--- src/rtl/chan_word_assembler_if.sv ---
// Conversion-word bus into the channel word assembler.
// The source drives frame_start/in_valid/in_data; the block returns in_ready.
interface chan_word_assembler_if #(
  parameter int WORD_W = 10
);
  logic              frame_start;
  logic              in_valid;
  logic              in_ready;
  logic [WORD_W-1:0] in_data;

  modport master (
    output frame_start,
    output in_valid,
    output in_data,
    input  in_ready
  );

  modport slave (
    input  frame_start,
    input  in_valid,
    input  in_data,
    output in_ready
  );
endinterface

--- src/rtl/chan_word_assembler.sv ---
// Assembles 40 conversion words into eight double-buffered channel words.
// Optional idle timeout in COLLECT: define CHAN_ASM_TIMEOUT_EN.
module chan_word_assembler #(
  parameter int WORD_W       = 10,
  parameter int WORDS_PER_CH = 5,
  parameter int NUM_CH       = 8,
  parameter int TIMEOUT_CYC  = 1023,
  parameter int CH_W         = WORD_W * WORDS_PER_CH
) (
  input  logic                   iclk,
  input  logic                   rst,
  chan_word_assembler_if.slave   bus,
  input  logic                   hold,
  output logic [CH_W-1:0]        ch0,
  output logic [CH_W-1:0]        ch1,
  output logic [CH_W-1:0]        ch2,
  output logic [CH_W-1:0]        ch3,
  output logic [CH_W-1:0]        ch4,
  output logic [CH_W-1:0]        ch5,
  output logic [CH_W-1:0]        ch6,
  output logic [CH_W-1:0]        ch7,
  output logic                   frame_done,
  output logic [7:0]             frame_count,
  output logic                   abort_err,
  output logic                   overrun_err,
  output logic                   timeout_err
);

  typedef enum logic [1:0] {
    IDLE,
    COLLECT,
    WAIT_SWAP
  } state_t;

  typedef logic [NUM_CH-1:0][CH_W-1:0] buf_t;

  state_t     state_q, state_d;
  buf_t       work_q, work_d;
  buf_t       ch_q, ch_d;
  logic [2:0] word_idx_q, word_idx_d;
  logic [2:0] ch_idx_q, ch_idx_d;
  logic       in_ready_q, in_ready_d;
  logic       done_q, done_d;
  logic [7:0] cnt_q, cnt_d;
  logic       abort_q, abort_d;
  logic       ovr_q, ovr_d;
`ifdef CHAN_ASM_TIMEOUT_EN
  logic [10:0] idle_q, idle_d;
  logic        tmo_q, tmo_d;
`endif

  always_comb begin
    state_d    = state_q;
    work_d     = work_q;
    ch_d       = ch_q;
    word_idx_d = word_idx_q;
    ch_idx_d   = ch_idx_q;
    in_ready_d = in_ready_q;
    done_d     = 1'b0;
    cnt_d      = cnt_q;
    abort_d    = abort_q;
    ovr_d      = ovr_q;
`ifdef CHAN_ASM_TIMEOUT_EN
    idle_d     = '0;
    tmo_d      = tmo_q;
`endif
    unique case (state_q)
      IDLE: begin
        in_ready_d = 1'b0;
        if (bus.frame_start) begin
          state_d    = COLLECT;
          work_d     = '0;
          word_idx_d = '0;
          ch_idx_d   = '0;
          in_ready_d = 1'b1;
        end
      end
      COLLECT: begin
`ifdef CHAN_ASM_TIMEOUT_EN
        idle_d = idle_q + 11'd1;
`endif
        if (bus.frame_start) begin
          abort_d    = 1'b1;
          work_d     = '0;
          word_idx_d = '0;
          ch_idx_d   = '0;
`ifdef CHAN_ASM_TIMEOUT_EN
          idle_d     = '0;
`endif
        end else if (bus.in_valid && in_ready_q) begin
          work_d[ch_idx_q][word_idx_q*WORD_W +: WORD_W] = bus.in_data;
`ifdef CHAN_ASM_TIMEOUT_EN
          idle_d = '0;
`endif
          if (word_idx_q == 3'(WORDS_PER_CH - 1)) begin
            word_idx_d = '0;
            if (ch_idx_q == 3'(NUM_CH - 1)) begin
              ch_idx_d   = '0;
              in_ready_d = 1'b0;
              state_d    = WAIT_SWAP;
            end else begin
              ch_idx_d = ch_idx_q + 3'd1;
            end
          end else begin
            word_idx_d = word_idx_q + 3'd1;
          end
        end
`ifdef CHAN_ASM_TIMEOUT_EN
        if (state_d == COLLECT && idle_d == 11'(TIMEOUT_CYC)) begin
          tmo_d      = 1'b1;
          state_d    = IDLE;
          in_ready_d = 1'b0;
          work_d     = '0;
          idle_d     = '0;
        end
`endif
      end
      WAIT_SWAP: begin
        in_ready_d = 1'b0;
        if (bus.frame_start) ovr_d = 1'b1;
        if (!hold) begin
          ch_d    = work_q;
          cnt_d   = cnt_q + 8'd1;
          done_d  = 1'b1;
          state_d = IDLE;
        end
      end
      default: state_d = IDLE;
    endcase
  end

  always_ff @(posedge iclk or posedge rst) begin
    if (rst) begin
      state_q    <= IDLE;
      work_q     <= '0;
      ch_q       <= '0;
      word_idx_q <= '0;
      ch_idx_q   <= '0;
      in_ready_q <= 1'b0;
      done_q     <= 1'b0;
      cnt_q      <= '0;
      abort_q    <= 1'b0;
      ovr_q      <= 1'b0;
`ifdef CHAN_ASM_TIMEOUT_EN
      idle_q     <= '0;
      tmo_q      <= 1'b0;
`endif
    end else begin
      state_q    <= state_d;
      work_q     <= work_d;
      ch_q       <= ch_d;
      word_idx_q <= word_idx_d;
      ch_idx_q   <= ch_idx_d;
      in_ready_q <= in_ready_d;
      done_q     <= done_d;
      cnt_q      <= cnt_d;
      abort_q    <= abort_d;
      ovr_q      <= ovr_d;
`ifdef CHAN_ASM_TIMEOUT_EN
      idle_q     <= idle_d;
      tmo_q      <= tmo_d;
`endif
    end
  end

  assign bus.in_ready = in_ready_q;
  assign ch0          = ch_q[0];
  assign ch1          = ch_q[1];
  assign ch2          = ch_q[2];
  assign ch3          = ch_q[3];
  assign ch4          = ch_q[4];
  assign ch5          = ch_q[5];
  assign ch6          = ch_q[6];
  assign ch7          = ch_q[7];
  assign frame_done   = done_q;
  assign frame_count  = cnt_q;
  assign abort_err    = abort_q;
  assign overrun_err  = ovr_q;
`ifdef CHAN_ASM_TIMEOUT_EN
  assign timeout_err  = tmo_q;
`else
  // Limit still referenced so both builds share one parameter list.
  assign timeout_err  = 1'b0 & (TIMEOUT_CYC != 0);
`endif

endmodule

--- src/flat_wrapper.sv ---
// flat-port wrapper written by rule: the top's interface ports become plain ports
module chan_word_assembler_flat 
#(
  parameter int WORD_W       = 10,
  parameter int WORDS_PER_CH = 5,
  parameter int NUM_CH       = 8,
  parameter int TIMEOUT_CYC  = 1023,
  parameter int CH_W         = WORD_W * WORDS_PER_CH
)
  (iclk, rst, hold, ch0, ch1, ch2, ch3, ch4, ch5, ch6, ch7, frame_done, frame_count, abort_err, overrun_err, timeout_err, bus_frame_start, bus_in_valid, bus_in_data, bus_in_ready);
  chan_word_assembler_if #(.WORD_W(WORD_W)) bus_i ();
  input  logic iclk;
  input  logic rst;
  input  logic hold;
  output logic [CH_W-1:0] ch0;
  output logic [CH_W-1:0] ch1;
  output logic [CH_W-1:0] ch2;
  output logic [CH_W-1:0] ch3;
  output logic [CH_W-1:0] ch4;
  output logic [CH_W-1:0] ch5;
  output logic [CH_W-1:0] ch6;
  output logic [CH_W-1:0] ch7;
  output logic frame_done;
  output logic [7:0] frame_count;
  output logic abort_err;
  output logic overrun_err;
  output logic timeout_err;
  input wire logic [$bits(bus_i.frame_start)-1:0] bus_frame_start;
  input wire logic [$bits(bus_i.in_valid)-1:0] bus_in_valid;
  input wire logic [$bits(bus_i.in_data)-1:0] bus_in_data;
  output wire logic [$bits(bus_i.in_ready)-1:0] bus_in_ready;
  assign bus_i.frame_start = bus_frame_start;
  assign bus_i.in_valid = bus_in_valid;
  assign bus_i.in_data = bus_in_data;
  assign bus_in_ready = bus_i.in_ready;
  chan_word_assembler #(.WORD_W(WORD_W), .WORDS_PER_CH(WORDS_PER_CH), .NUM_CH(NUM_CH), .TIMEOUT_CYC(TIMEOUT_CYC), .CH_W(CH_W)) u_core (.iclk(iclk), .rst(rst), .bus(bus_i), .hold(hold), .ch0(ch0), .ch1(ch1), .ch2(ch2), .ch3(ch3), .ch4(ch4), .ch5(ch5), .ch6(ch6), .ch7(ch7), .frame_done(frame_done), .frame_count(frame_count), .abort_err(abort_err), .overrun_err(overrun_err), .timeout_err(timeout_err));
endmodule
--- config.mk ---
export PLATFORM = sky130hd
export DESIGN_NAME = chan_word_assembler_flat
export DESIGN_NICKNAME = d
export VERILOG_FILES = /design/src/rtl/chan_word_assembler_if.sv /design/src/rtl/chan_word_assembler.sv /design/src/flat_wrapper.sv
export SDC_FILE = /design/constraint.sdc
export NUM_CORES = 1
export LEC_CHECK = 0
export CELL_PAD_IN_SITES_DETAIL_PLACEMENT = 1
export CELL_PAD_IN_SITES_GLOBAL_PLACEMENT = 1
export CORE_ASPECT_RATIO = 0.75
export CORE_UTILIZATION = 45
export DETAILED_ROUTE_END_ITERATION = 8
export PLACE_DENSITY_LB_ADDON = 0.1
export RECOVER_POWER = 25
export SYNTH_ARGS = -nofsm -noshare
export SYNTH_HDL_FRONTEND = slang
export SYNTH_SLANG_ARGS = --single-unit
--- constraint.sdc ---
create_clock -name iclk -period 36.2 [get_ports iclk]
set_input_delay 3.62 -clock iclk [delete_from_list [all_inputs] [get_ports iclk]]
set_output_delay 3.62 -clock iclk [all_outputs]
set_load 0.02 [all_outputs]
==> impl_metrics.toml, run 1 <==
[synthesis]
synthTopCellsByCount = "dfrtp_1 (820), nand2_1 (446), mux2_2 (409)"
netlist_top_cells_area = "dfrtp_1 (60%), mux2_2 (14%), mux2i_1 (8.3%)"
avgSynthCellArea_um2 = 12.69
yosysMostFrequentCell = "dfrtp_1"
synth_top_area_share_pct = 60.43
yosys_register_bits = 820
synth-edff-count = 0
netlist_instances = 2676
yosysSeqAreaShare_pct = 60.43
syn_area_um2 = 33960
synth_cell_type_count = 70
ys.flop_type = "dfrtp_1"
netlist.top_cell.by_area = "dfrtp_1"
synthesis.nets = 2708
async_flop_share_pct = 100.0
yosys_warnings = 0

[grt]
grt_usage_pct = 27.81
gr-total-overflow = 0
grt_max_degree = 187
antenna_found_initial = 2
grt_pass1_vias = 25910
grt_pass1_wl_um = 161500

[clock_tree]
cts_buffers = 81
cts_tree = "yes"
clk_pin_slew_ps = 60
cts_buffer_depth = 3
cts-root-buf = "clkbuf_16"
clock_latency_ps = 640
clock-sinks = 820
postCtsResizedCells = 0
cts_hold_buffers = 0
post_cts_buffers = 0
h-tree-depth = 3

[worst_setup_path]
start_kind = "input port"
crit_start = "rst"
r2r_end = "u_core.ch4[23]"
r2r_cells = 7
cp_max_fo = 183
reg2reg_from = "u_core.state_q[0]"
end_kind = "async pin"
r2r_slack_ps = 30090
worst-endpoint-arrival_ps = 16930
path_class = "input port to async pin"
crit_end = "u_core.ch7[9]"
crit_required_ps = 36820

[power_and_ir_drop]
p_leak_nw = 20.57
p_int_mw = 1.579
p_sw_mw = 0.7432
swShare_pct = 32.01
p_total_mw = 2.322
sequentialPowerShare_pct = 40.1
vdd_ir_drop_max_v = 0.00004414
p_per_area_nw_per_um2 = 55.32
clkPwrFrac_pct = 38.1
combinationalPowerShare_pct = 21.8

[cells_and_area]
area_growth_pct = 23.60
n_fill_cell = 7354
regArea_um2 = 20520
nNetsFinal = 3110
multiInputGateArea_um2 = 12820
post-route-util_pct = 56.69
final-instance-count-excl-fill = 4109
final_layout_size_suffix_gt1_share_pct = 19.15

[timing]
relSlewSlack_pct = -522.0
hold_viol_final = 0
finalMaxSlewViolations = 381
finalCritPeriodShare_pct = 45.06
fmaxAchievable_ghz = 0.06130
tns_ps = 0
fin_hold_ws_ps = 476.9
tightest_slew_ps = 9329
min_period_ps = 16310
clock_skew_ps = 17.13
finalSetupViolations = 0
rsz0062_at_grt = "no"

[die]
initial_utilization_pct = 45.87
core-area_um2 = 74030
die_y_um = 239.9
row_count = 86
io_pins = 428
die_w_um = 319.2
dieArea_um2 = 76580

[drt]
via_per_inst = 5.725
ant_nets = 0
num_vias = 23530
drc = 0
wl_per_cell_um = 25.74
drtPass1Iterations = 5
drt_iter0_drc = 1573
drt_wl_total_um = 105700

[flow_run]
drv_cap = 4

[status]
status = "complete, but fails checks"
violations = "capacitance limit, slew limit"

[placed_design]
hpwl_um = 72160
portBuffers = 426
dp_cells = 3963
place_congestion = 0.8872

[min_path]
min_path_type = "register to register"
## through the flow
step | worst slack (ps) | area (um2)
global route | 17280 | 41970
finish | 19890 | 41970
floorplan | 9547 | 33960
CTS | 28750 | 42000
global placement | 28190 | 39240
detailed placement | 28040 | 39240
## routing by layer
layer | global-route usage, % | vias to the layer above | share of wire (%)
li1 | - | 10180 | -
met1 | 38.64 | 12600 | 45
met2 | 45.01 | 585 | 48
met3 | 4.650 | 162 | 4.5
met4 | 8.202 | 2 | 2.7
met5 | 0 | - | 0.0076
## cells by family after synthesis
| kind of cell | after synthesis | share of synthesized area [%] |
|---|---|---|
| flip-flops | 820 | 60.43 |
| buffers and inverters | 162 | 1.901 |
| multiplexers | 691 | 21.95 |
| AND/OR/NAND/NOR | 691 | 8.611 |
| other | 1 | 0.01104 |
| XOR/XNOR | 14 | 0.3832 |
| adder cells (fa/ha/maj) | 17 | 0.6264 |
| AO/OA/AOI/OAI | 280 | 6.091 |
## worst min-delay path by stage
stage / start / to / slack (ps) / cells after the start
3_5_place_dp: u_core.frame_count[7] / u_core.frame_count[7] / 470 / 1
5_1_grt: u_core.frame_count[7] / u_core.frame_count[7] / 490 / 1
4_1_cts: u_core.frame_count[7] / u_core.frame_count[7] / 480 / 1
3_3_place_gp: u_core.frame_count[7] / u_core.frame_count[7] / 460 / 1
2_1_floorplan: u_core.work_q[128] / u_core.work_q[128] / 440 / 2
6_report: u_core.frame_count[7] / u_core.frame_count[7] / 480 / 1
## power by group through the flow
stage	sequential, mW	combinational [mW]	clock [mW]
2_1_floorplan	0.955	0.335	0
3_3_place_gp	0.948	0.492	0
3_5_place_dp	0.948	0.502	0
4_1_cts	0.932	0.504	0.901
5_1_grt	0.932	0.542	0.936
6_report	0.932	0.506	0.884
## sequential cells by signal (all words and copies together), names as in the netlist
signal	flops
u_core.frame_done	1
u_core.ch2	50
u_core.ch0	50
u_core.bus.in_ready	1
u_core.ch_idx_q	3
u_core.ch4	50
u_core.frame_count	8
u_core.ch6	50
u_core.ch3	50
u_core.ch1	50
u_core.overrun_err	1
u_core.work_q	400
u_core.ch7	50
u_core.ch5	50
u_core.word_idx_q	3
u_core.abort_err	1
u_core.state_q	2
## critical path, stage by stage
cell           delay [ps]
dlygate4sd3_1         550
clkinvlp_2           3300
clkbuf_1             6700
buf_4                1460
buf_4                 890
## layout by cell type (no fill, tap or decap), types with 7 or more instances in the layout
cell type,count
nor2b_1,10
o22ai_1,27
and2_1,12
bufinv_16,8
nand2_1,446
ha_1,17
nand3_1,21
clkbuf_8,22
dlygate4sd3_1,289
mux2i_1,280
a22o_1,49
nor3_1,16
a2bb2o_1,14
nand4_1,11
nor2_1,125
and3_1,8
a31oi_1,12
o211ai_1,14
o21ai_0,38
dfrtp_1,820
clkbuf_1,22
mux2_2,408
clkinv_2,7
a32o_1,28
xor2_1,7
inv_1,14
clkbuf_16,83
a21oi_1,50
buf_4,35
clkdlybuf4s50_1,137
## final cells by class
class / instances / area share, %
repair buffers: 466 / 10.95
flip-flops and latches: 820 / 48.89
multi-input cells: 1694 / 30.55
well taps: 968 / 2.886
diodes: 3 / 0.01789
clock inverters: 18 / 0.7185
clock buffers: 125 / 5.849
inverters: 15 / 0.1371
No activity file was read; power rests on OpenSTA's default activity.
==> inputs of run 2 (changes only) <==
--- a/config.mk
+++ b/config.mk
@@ -8,7 +8,7 @@
 export CELL_PAD_IN_SITES_DETAIL_PLACEMENT = 1
 export CELL_PAD_IN_SITES_GLOBAL_PLACEMENT = 1
 export CORE_ASPECT_RATIO = 0.75
-export CORE_UTILIZATION = 45
+export CORE_UTILIZATION = 41
 export DETAILED_ROUTE_END_ITERATION = 8
 export PLACE_DENSITY_LB_ADDON = 0.1
 export RECOVER_POWER = 25
==> constraint.sdc (replaced) <==
create_clock -name iclk -period 13.47 [get_ports iclk]
set_input_delay 1.347 -clock iclk [delete_from_list [all_inputs] [get_ports iclk]]
set_output_delay 1.347 -clock iclk [all_outputs]
set_load 0.02 [all_outputs]
==> run 2 against run 1 <==
Against the previous run: the run still ends with capacitance limit, slew limit left; sequential share of layout area decreased by 0.12 points; core utilization decreased by 4.9 points; total power increased to 2.6 times the previous value; final cell count increased by 3.4%; worst hold slack got worse by 15 ps; global-route usage decreased by 2.3 points; clock skew increased by 14 ps; cell area increased by 0.24%; flip-flop and latch count unchanged; first-iteration DRC count decreased by 15%; worst setup slack got worse by 13000 ps.
==> impl_metrics.toml, run 2 (same netlist as run 1, synthesis figures left out) <==
[worst_setup_path]
start_kind = "input port"
crit_required_ps = 14050
path_class = "input port to async pin"
end_kind = "async pin"
cp_max_fo = 88
worst-endpoint-arrival_ps = 6980
crit_start = "rst"
r2r_cells = 12
reg2reg_from = "u_core.word_idx_q[0]"

[timing]
finalCritPeriodShare_pct = 47.55
min_period_ps = 6405
rsz0062_at_grt = "no"
relSlewSlack_pct = -70.72
tns_ps = 0
finalMaxSlewViolations = 113
clock_skew_ps = 31.35
finalSetupViolations = 0
fmaxAchievable_ghz = 0.1561
tightest_slew_ps = 2561
hold_viol_final = 0
fin_hold_ws_ps = 462.2

[power_and_ir_drop]
combinationalPowerShare_pct = 22.0
p_sw_mw = 1.990
p_int_mw = 4.160
p_total_mw = 6.150
vdd_ir_drop_max_v = 0.0001070
clkPwrFrac_pct = 37.2
swShare_pct = 32.36
p_per_area_nw_per_um2 = 146.2
sequentialPowerShare_pct = 40.7
p_leak_nw = 20.29

[cells_and_area]
final-instance-count-excl-fill = 4250
largest_reg_flops = 400
nNetsFinal = 3116
area_growth_pct = 23.89
layout_common_cells = "dfrtp_1 (820), nand2_1 (446), mux2_2 (409), mux2i_1 (280), dlygate4sd3_1 (227)"
final_layout_size_suffix_gt1_share_pct = 19.25
top_register = "u_core.work_q"
n_fill_cell = 8210
mostFrequentLayoutCell = "dfrtp_1"
post-route-util_pct = 51.82

[min_path]
hp-start = "u_core.abort_err"
min_delay_path_depth = 1
min_path_type = "register to register"

[placed_design]
place_congestion = 0.9235
portBuffers = 426
hpwl_um = 73360
dp_cells = 4103

[clock_tree]
h-tree-depth = 3
clock-sinks = 820
cts_buffer_depth = 3
clk_pin_slew_ps = 60
cts_tree = "yes"
postCtsResizedCells = 0
cts_buffers = 83
clock_latency_ps = 640
cts_hold_buffers = 0
post_cts_buffers = 0
cts-root-buf = "clkbuf_16"

[drt]
ant_nets = 0
wl_per_cell_um = 25.14
drt_wl_total_um = 106800
drtPass1Iterations = 5
num_vias = 23240
drt_iter0_drc = 1339
drc = 0
via_per_inst = 5.468

[grt]
grt_pass1_wl_um = 162600
grt_usage_pct = 25.53
met3_usage_pct = 4.227
gr-total-overflow = 0
grt_max_degree = 188
grt-busiest-layer = "met2"
grt_pass1_vias = 25370
antenna_found_initial = 8
globalRouteMet2Util_pct = 41.39
grt_util_met1_pct = 35.49

[flow_run]
drv_cap = 3

[die]
core-area_um2 = 81190
row_count = 90
die_w_um = 334.3
dieArea_um2 = 83990
die_y_um = 251.2
io_pins = 428
initial_utilization_pct = 41.82

[status]
status = "complete, but fails checks"
violations = "capacitance limit, slew limit"
[run 2: changes by cell type in the layout (fill, tap and decap cells not counted), moves of 3 or more]
cell | before | now
clkdlybuf4s50_1 | 137 | 199
buf_4 | 35 | 38
clkinvlp_4 | 0 | 3
clkbuf_8 | 22 | 14
clkinv_2 | 7 | 14
dlygate4sd3_1 | 289 | 227
bufinv_16 | 8 | 5
[run 2: area by class of cell]
class,instances,area [um2],area share (%)
sequential,820,20520,48.77
multi-input combinational,1694,12820,30.48
timing repair buffer,470,4637,11.02
clock buffer,120,2377,5.651
tap,1104,1381,3.283
clock inverter,24,267.8,0.6365
inverter,15,57.56,0.1368
antenna,3,7.507,0.01784
[run 2: power by group through the flow]
stage / Sequential [mW] / Clock (mW) / Combinational, mW
finish: 2.50 / 2.29 / 1.36
global route: 2.51 / 2.42 / 1.45
CTS: 2.50 / 2.34 / 1.35
detailed placement: 2.55 / 0 / 1.35
global placement: 2.55 / 0 / 1.32
floorplan: 2.57 / 0 / 0.901
[run 2: metal layers]
layer / share of wire, % / wire (um)
met1: 45 / 48390
met2: 48 / 51150
met4: 2.2 / 2388
met5: 0.061 / 65
met3: 4.5 / 4834
[run 2: worst max-delay path: stages]
cell and delay (ps):
dlygate4sd3_1 550, clkinvlp_2 1140, clkbuf_1 1910, buf_4 880
buf_4 950
[run 2: path summary, 6_finish.rpt]
path                                      to  slack, ps
max                           u_core.ch0[34]       7060
min                         u_core.abort_err        460
max reg2reg                u_core.work_q[93]       8440
min reg2reg                 u_core.abort_err        460
max in group iclk          u_core.work_q[93]       8440
min in group asynchronous     u_core.ch1[30]       1670
[run 2: metrics by stage]
step | instance area (um2) | worst slack, ps
final | 42070 | 7065
after CTS | 42080 | 8407
after floorplan | 33960 | 862.5
after global placement | 39440 | 8436
after detailed placement | 39440 | 8250
after global routing | 42070 | 6100
